===== src/rtl/data_mem_pkg.sv =====
// Shared definitions for the Data_MEM arbiter: default widths, memory op
// encoding and the arbiter FSM state encoding.
package data_mem_pkg;

    localparam int MEM_ADDR_W = 8;
    localparam int MEM_DATA_W = 8;

    // Data_MEM op pin: high reads, low writes (combinationally) into the array.
    localparam logic MEM_READ  = 1'b1;
    localparam logic MEM_WRITE = 1'b0;

    typedef enum logic [1:0] {
        IDLE   = 2'd0,
        ACCESS = 2'd1,
        RESP   = 2'd2
    } state_t;

endpackage


===== src/rtl/rr_arbiter_2.sv =====
// Two-way round-robin grant. A lone valid requester always wins; when both
// (or neither) are valid, the requester that did not win last time is chosen.
module rr_arbiter_2 (
    input  logic valid0,
    input  logic valid1,
    input  logic last_grant,
    output logic grant
);

    // Grant selection: default to the requester that lost last time.
    always_comb begin
        grant = ~last_grant;
        if (valid0 && !valid1) begin
            grant = 1'b0;
        end else if (valid1 && !valid0) begin
            grant = 1'b1;
        end
    end

endmodule


===== src/rtl/data_mem_arbiter.sv =====
// Shares one 256x8 Data_MEM between the CPU load/store stage (req0) and the
// debug/DMA loader (req1). One transaction at a time: IDLE -> ACCESS -> RESP.
//
// Handshake: a request transfers on a rising edge where reqN_valid and
// reqN_ready are both high; ready is only offered in IDLE and only to the
// requester the arbiter grants. The response is a one-cycle rspN_valid
// strobe two edges after the accepting edge; rsp_rdata is qualified by it.
//
// Every memory-facing output is a flop so that address and write data are
// stable for the whole cycle in which mem_op is low (Data_MEM writes
// combinationally while op is low).
module data_mem_arbiter
    import data_mem_pkg::*;
#(
    parameter int ADDR_W = MEM_ADDR_W,
    parameter int DATA_W = MEM_DATA_W
) (
    input  logic              clk,
    input  logic              reset,

    input  logic              req0_valid,
    input  logic              req0_we,
    input  logic [ADDR_W-1:0] req0_addr,
    input  logic [DATA_W-1:0] req0_wdata,
    output logic              req0_ready,

    input  logic              req1_valid,
    input  logic              req1_we,
    input  logic [ADDR_W-1:0] req1_addr,
    input  logic [DATA_W-1:0] req1_wdata,
    output logic              req1_ready,

    output logic              rsp0_valid,
    output logic              rsp1_valid,
    output logic [DATA_W-1:0] rsp_rdata,

    output logic              mem_op,
    output logic [ADDR_W-1:0] mem_addr,
    output logic [DATA_W-1:0] mem_wdata,
    input  logic [DATA_W-1:0] mem_rdata,

    output logic [1:0]        dbg_state
);

    state_t              state_q,      state_d;
    logic                last_grant_q, last_grant_d;
    logic                id_q,         id_d;
    logic                we_q,         we_d;
    logic                mem_op_q,     mem_op_d;
    logic [ADDR_W-1:0]   mem_addr_q,   mem_addr_d;
    logic [DATA_W-1:0]   mem_wdata_q,  mem_wdata_d;
    logic [DATA_W-1:0]   rsp_rdata_q,  rsp_rdata_d;

    logic                grant;
    logic                accept;

    rr_arbiter_2 u_arb (
        .valid0     (req0_valid),
        .valid1     (req1_valid),
        .last_grant (last_grant_q),
        .grant      (grant)
    );

    // A transfer happens when the granted requester is valid while idle.
    assign accept = (state_q == IDLE) && (grant ? req1_valid : req0_valid);

    // Ready is combinational from state and grant, suppressed while in reset.
    assign req0_ready = (state_q == IDLE) && !reset && !grant;
    assign req1_ready = (state_q == IDLE) && !reset &&  grant;

    assign rsp0_valid = (state_q == RESP) && !id_q;
    assign rsp1_valid = (state_q == RESP) &&  id_q;

    assign rsp_rdata  = rsp_rdata_q;
    assign mem_op     = mem_op_q;
    assign mem_addr   = mem_addr_q;
    assign mem_wdata  = mem_wdata_q;
    assign dbg_state  = state_q;

    // Next-state logic: capture the request on accept, fire one memory cycle,
    // then present the response for exactly one cycle.
    always_comb begin
        state_d      = state_q;
        last_grant_d = last_grant_q;
        id_d         = id_q;
        we_d         = we_q;
        mem_op_d     = mem_op_q;
        mem_addr_d   = mem_addr_q;
        mem_wdata_d  = mem_wdata_q;
        rsp_rdata_d  = rsp_rdata_q;

        case (state_q)
            IDLE: begin
                if (accept) begin
                    state_d      = ACCESS;
                    last_grant_d = grant;
                    id_d         = grant;
                    we_d         = grant ? req1_we    : req0_we;
                    mem_addr_d   = grant ? req1_addr  : req0_addr;
                    mem_wdata_d  = grant ? req1_wdata : req0_wdata;
                    // op goes low together with the new address/data, never before.
                    mem_op_d     = (grant ? req1_we : req0_we) ? MEM_WRITE : MEM_READ;
                end
            end
            ACCESS: begin
                state_d     = RESP;
                mem_op_d    = MEM_READ;
                rsp_rdata_d = we_q ? '0 : mem_rdata;
            end
            RESP: begin
                state_d = IDLE;
            end
            default: begin
                state_d  = IDLE;
                mem_op_d = MEM_READ;
            end
        endcase
    end

    // State and datapath registers; reset drops any in-flight transaction.
    always_ff @(posedge clk or posedge reset) begin
        if (reset) begin
            state_q      <= IDLE;
            last_grant_q <= 1'b1;
            id_q         <= 1'b0;
            we_q         <= 1'b0;
            mem_op_q     <= MEM_READ;
            mem_addr_q   <= '0;
            mem_wdata_q  <= '0;
            rsp_rdata_q  <= '0;
        end else begin
            state_q      <= state_d;
            last_grant_q <= last_grant_d;
            id_q         <= id_d;
            we_q         <= we_d;
            mem_op_q     <= mem_op_d;
            mem_addr_q   <= mem_addr_d;
            mem_wdata_q  <= mem_wdata_d;
            rsp_rdata_q  <= rsp_rdata_d;
        end
    end

endmodule


===== config.mk =====
export PLATFORM = sky130hd
export DESIGN_NAME = data_mem_arbiter
export DESIGN_NICKNAME = d
export VERILOG_FILES = /design/src/rtl/data_mem_pkg.sv /design/src/rtl/rr_arbiter_2.sv /design/src/rtl/data_mem_arbiter.sv
export SDC_FILE = /design/constraint.sdc
export NUM_CORES = 1
export LEC_CHECK = 0
export CAP_MARGIN = 20
export CORE_AREA = 3 3 63 65
export CTS_CLUSTER_DIAMETER = 60
export DETAILED_ROUTE_END_ITERATION = 16
export DIE_AREA = 0 0 66 68
export PLACE_DENSITY = 0.83
export SYNTH_ARGS = -nofsm -noshare
export SYNTH_HDL_FRONTEND = slang
export SYNTH_HIERARCHICAL = 1
export SYNTH_SLANG_ARGS = --single-unit

===== constraint.sdc =====
create_clock -name clk -period 4.92 [get_ports clk]
set_clock_uncertainty 0.1 [all_clocks]
set_input_delay 0.492 -clock clk [delete_from_list [all_inputs] [get_ports clk]]
set_output_delay 0.492 -clock clk [all_outputs]
set_load 0.1 [all_outputs]

# After elaboration in Yosys (flattened, before gate mapping)
# Cells that the tools add are included.
dict set report classes {
  n_eq_ne 3
  n_mux 12
  bitwise_logic 2
  n_reduce_logical 16
}
# cell n
set op_table {}
lappend op_table {{$mux W8} 3}
lappend op_table {{$logic_and A1 B1 Y1} 8}
lappend op_table {{$mux W1} 6}
lappend op_table {{$logic_not A1 Y1} 5}
lappend op_table {{$pmux W2 S2} 1}
lappend op_table {{$reduce_and A2 Y1} 2}
lappend op_table {{$eq A2 B1 Y1 const B} 1}
lappend op_table {{$eq A2 B2 Y1 const B} 1}
lappend op_table {{$logic_not A2 Y1} 1}
lappend op_table {{$mux W2} 1}
lappend op_table {{$ne A2 B2 Y1 const B} 1}
lappend op_table {{$not A1 Y1} 2}
lappend op_table {{$pmux W1 S2} 1}
dict set report word_totals {
  reg_bits 30
  input_bits 46
  output_inout_bits 31
  wordCells 41
}

# Depth between registers and ports, before layout
dict set report logic_depth {
  depth_word 8
  ltp_mapped 6
  depth_no_buf 5
}

# Hierarchy
# The synthesis kept the hierarchy.
# module n_inst cells_each area_per_inst_um2 seq_area_each_um2
set by_module_without_submodules {}
lappend by_module_without_submodules {data_mem_arbiter 1 114 1411.4 753.2}
lappend by_module_without_submodules {rr_arbiter_2 1 3 18.8 0.0}

# Worst setup path after synthesis
# No wires, ideal clock.
dict set report synth_timing {
  kind {register -> output}
  from {register last_grant_q}
  to {output port req0_ready}
  arrival_ns 4.052
  t_required_ns 4.328
  setup_slack_ns 0.276
  path_stages_with_launch 5
  path_buffers 1
  cell_sequence {dfstp_2 -> inv_1 -> maj3_2 -> buf_1 -> nor4_1}
}
dict set report synth_between {
  elab_chain_len 5
}
# element line_no
set synth_rtl {}
lappend synth_rtl {{from (decl)} data_mem_arbiter.sv:46} ;# logic last_grant_q, last_grant_d;
lappend synth_rtl {{from (signal assigned)} data_mem_arbiter.sv:133} ;# last_grant_q <= last_grant_d;
lappend synth_rtl {{$not A1 Y1} rr_arbiter_2.sv:12} ;# grant = ~last_grant;
lappend synth_rtl {{$mux W1} rr_arbiter_2.sv:15} ;# end else if (valid1 && !valid0) begin
lappend synth_rtl {{$mux W1} rr_arbiter_2.sv:13} ;# if (valid0 && !valid1) begin
lappend synth_rtl {{net grant} data_mem_arbiter.sv:54} ;# logic grant;
lappend synth_rtl {{$logic_not A1 Y1} data_mem_arbiter.sv:68} ;# assign req0_ready = (state_q == IDLE) && !reset && !grant;
lappend synth_rtl {{$logic_and A1 B1 Y1} data_mem_arbiter.sv:68}
lappend synth_rtl {{to (decl)} data_mem_arbiter.sv:25} ;# output logic req0_ready,
# The timed path passes the listed nets, and every way through them passes these cells.

# Worst setup path in the final report
dict set report layout_timing {
  from {input port req0_valid}
  to {output port req0_ready}
}
dict set report layout_between {
  elab_chain_len 6
  word_cells_on_any_way 7
  classes_between {2 x mux; 5 x reduce/logical}
}
# element line_no
set layout_rtl {}
lappend layout_rtl {{from (decl)} data_mem_arbiter.sv:21} ;# input logic req0_valid,
lappend layout_rtl {{$logic_not A1 Y1} rr_arbiter_2.sv:15}
lappend layout_rtl {{$logic_and A1 B1 Y1} rr_arbiter_2.sv:15}
lappend layout_rtl {{$mux W1} rr_arbiter_2.sv:15}
lappend layout_rtl {{$mux W1 *} rr_arbiter_2.sv:13}
lappend layout_rtl {{net grant} data_mem_arbiter.sv:54}
lappend layout_rtl {{$logic_not A1 Y1 *} data_mem_arbiter.sv:68}
lappend layout_rtl {{$logic_and A1 B1 Y1 *} data_mem_arbiter.sv:68}
# The timed path passes the listed nets; every way through them passes the cells marked *.

==> impl_metrics.tcl <==
set metrics [dict create \
    routed-via-count 1144 \
    synth.yosys.seq_area_share_pct 52.7 \
    postSynthNetCount 163 \
    rsz0062_at_grt "no" \
    route.final.wire_length_um 3620 \
    final_cell_mix "sky130_fd_sc_hd__clkdlybuf4s50_1, sky130_fd_sc_hd__dfrtp_1, sky130_fd_sc_hd__mux2_2, sky130_fd_sc_hd__o21ai_0, sky130_fd_sc_hd__nand2b_1" \
    track_usage_pct 17.5 \
    postCtsSetupRepairBufs 0 \
    fmaxAchievable_ghz 0.270 \
    die_h_um 68 \
    yosys_register_bits 30 \
    critical_path_required_ns 4.33 \
    type_of_destination_of_the_critical_path "primary output" \
    fin_crit_ns 3.71 \
    cts_root_buf "sky130_fd_sc_hd__clkbuf_4" \
    route.antenna.remaining_nets 0 \
    numClockSinks 30 \
    synthesis.area_um2 1430 \
    clkLatencyLatePin_ns 0.33 \
    drv_cap 0 \
    grt_max_degree 32 \
    post_synth_num_cell_types 22 \
    detail_route.first_pass.iterations 2 \
    final_core_util_pct 67.8 \
    fin_setup_tns_ns 0 \
    syn-mean-instance-area_um2 12.2 \
    worst-endpoint-arrival_ns 3.11 \
    critical_path.reg2reg.startpoint "last_grant_q" \
    filler_cells 249 \
    synth_cells 117 \
    max-clock-path-buffers 2 \
    cpPeakStageDelay_ns 1.19 \
    std_cell_rows 21 \
    final.hold.worst_slack_ns 0.395 \
    num_io_pins 77 \
    first_global_vias 1147 \
    placedCellCount 234 \
    worst_hold_path_type "flop to flop" \
    worst_r2r_endpoint "mem_wdata[0]" \
    drc 0 \
    fin_cells 242 \
    timing.critical_path.from "req0_valid" \
    timing_max_transition_violations_final 0 \
    timing.critical_path.slowest_stage_cell "sky130_fd_sc_hd__clkdlybuf4s50_1" \
    report.final.hold_viol_count 0 \
    critical_path.cell_chain "clkdlybuf4s50_1, inv_1, maj3_2, nor4_1, clkdlybuf4s50_1" \
    globalplace.congestion 0.691 \
    ctsHtreeMaxLevel 2 \
    cts-buffers-inserted 5 \
    max-slew-margin-rel_pct 33.5 \
    layout-drive-gt1-share_pct 19.9 \
    floorplan.initialDensity_pct 42.2 \
    die_area_um2 4490 \
    timing.setup.critical_path_class "input pin to primary output" \
    antenna_violations_before_repair 0 \
    cts_tree "yes" \
    syn2layout_area_growth_pct 60.7 \
    io_buffers 76 \
    yosys_warns 6 \
    ff_latch_area_um2 753 \
    worst-path-max-fanout 22 \
    die_x_um 66 \
    r2r_setup_slack_ns 2.24 \
    crit_top_cell "sky130_fd_sc_hd__clkdlybuf4s50_1" \
    grt_pass1_wl_um 5690 \
    nNetsFinal 241 \
    design.core.area_um2 3390 \
    mostFrequentLayoutCell "sky130_fd_sc_hd__clkdlybuf4s50_1" \
    detail_route.vias_per_cell 4.73 \
    timing.critical_path.from_type "input pin" \
    hold_buffers 0 \
    post_drt_wl_per_cell_um 15.0 \
    detailed_place_hpwl_um 2700 \
    crit_path_end "req0_ready" \
    antennaDiodeCount 0 \
    clk_transition_reported_paths_ns 0.09 \
    cts-resized-gates 0 \
    multi_input_area_um2 632 \
    globalRoute.totalOverflow 0 \
    max_slew.worst_pin.slew_ns 0.995 \
    drt_first_iter_violations 11 \
    setup_viol_count_final 0 \
    status "finished, final reports clean" \
    timing.reg2reg.worst_path_depth 5 \
    share_of_the_cycle_needed_by_the_critical_path_after_routing_pct 75.3 \
]
-- synthesized netlist by cell type --
cell type | count | area, µm²
sky130_fd_sc_hd__nand2b_1 | 9 | 56.3
sky130_fd_sc_hd__mux2_1 | 8 | 90.1
sky130_fd_sc_hd__and3_1 | 1 | 6.26
sky130_fd_sc_hd__maj3_2 | 1 | 11.3
sky130_fd_sc_hd__and3b_1 | 1 | 8.76
sky130_fd_sc_hd__nor4_1 | 1 | 6.26
sky130_fd_sc_hd__nand2_1 | 8 | 30.0
sky130_fd_sc_hd__nor2_1 | 4 | 15.0
sky130_fd_sc_hd__mux2i_1 | 1 | 10.0
sky130_fd_sc_hd__dfstp_2 | 2 | 52.6
sky130_fd_sc_hd__buf_1 | 1 | 3.75
sky130_fd_sc_hd__nor3_4 | 1 | 16.3
sky130_fd_sc_hd__dfrtp_1 | 28 | 701
sky130_fd_sc_hd__o21ai_0 | 9 | 45.0
sky130_fd_sc_hd__a21oi_1 | 4 | 20.0
sky130_fd_sc_hd__mux2_2 | 26 | 293
sky130_fd_sc_hd__a21boi_0 | 1 | 7.51
sky130_fd_sc_hd__inv_1 | 4 | 15.0
sky130_fd_sc_hd__or3b_2 | 1 | 8.76
sky130_fd_sc_hd__nor3b_1 | 1 | 7.51
sky130_fd_sc_hd__buf_6 | 1 | 11.3
sky130_fd_sc_hd__clkbuf_1 | 4 | 15.0
-- layout make-up --
class,count,area share (%)
Clock inverter,1,1.31
Sequential cell,30,32.8
Inverter,4,0.653
Multi-Input combinational cell,77,27.5
Timing Repair Buffer,77,33.3
Clock buffer,7,1.96
Tap cell,46,2.50
-- kinds of logic (layout without fill, tap and decap cells) --
group	Yosys count	after routing	share of synthesized area, %
muxes	35	35	27.5
DFF	30	30	52.7
adders and majority gates	1	1	0.787
buffers and inverters	10	89	3.15
AOI/OAI and AO/OA	14	14	5.07
and+or+nand+nor	27	27	10.8
-- worst max-delay path, delay by kind of cell --
| kind | cells | cell delay, ns |
|---|---|---|
| simple gates | 1 | 0.33 |
| fa+ha+maj | 1 | 0.50 |
| buf+inv | 3 | 1.78 |
-- worst min path at each step --
| stage | cells after the start | endpoint | start |
|---|---|---|---|
| after floorplan | 2 | last_grant_q | last_grant_q |
| after global placement | 2 | rsp_rdata[3] | rsp_rdata[3] |
| after detailed placement | 2 | rsp_rdata[6] | rsp_rdata[6] |
| after CTS | 1 | mem_wdata[4] | mem_wdata[4] |
| after global routing | 1 | mem_addr[1] | mem_addr[1] |
| final | 1 | mem_wdata[4] | mem_wdata[4] |
-- routing by layer --
| metal | vias to the layer above | track usage (%) | wire [µm] |
|---|---|---|---|
| met5 | - | 0 | 0 |
| met4 | 0 | 7.61 | 65 |
| met3 | 7 | 6.08 | 314 |
| met2 | 48 | 30.7 | 1840 |
| met1 | 529 | 19.4 | 1400 |
| li1 | 560 | - | - |
-- stage by stage --
stage	cell area (µm²)	setup WS, ns
global placement	2220	1.31
finish	2300	1.21
detailed placement	2220	1.23
CTS	2300	1.22
global route	2300	1.19
floorplan	1430	0.276
-- state kept, by name, summed over array words and instances (netlist names) --
signal / count
dbg_state: 2
id_q: 1
last_grant_q: 1
mem_addr: 8
mem_op: 1
mem_wdata: 8
rsp_rdata: 8
we_q: 1
Power is not shown: default switching activity piles up to over one toggle a cycle in this logic, so the estimate is an artifact.
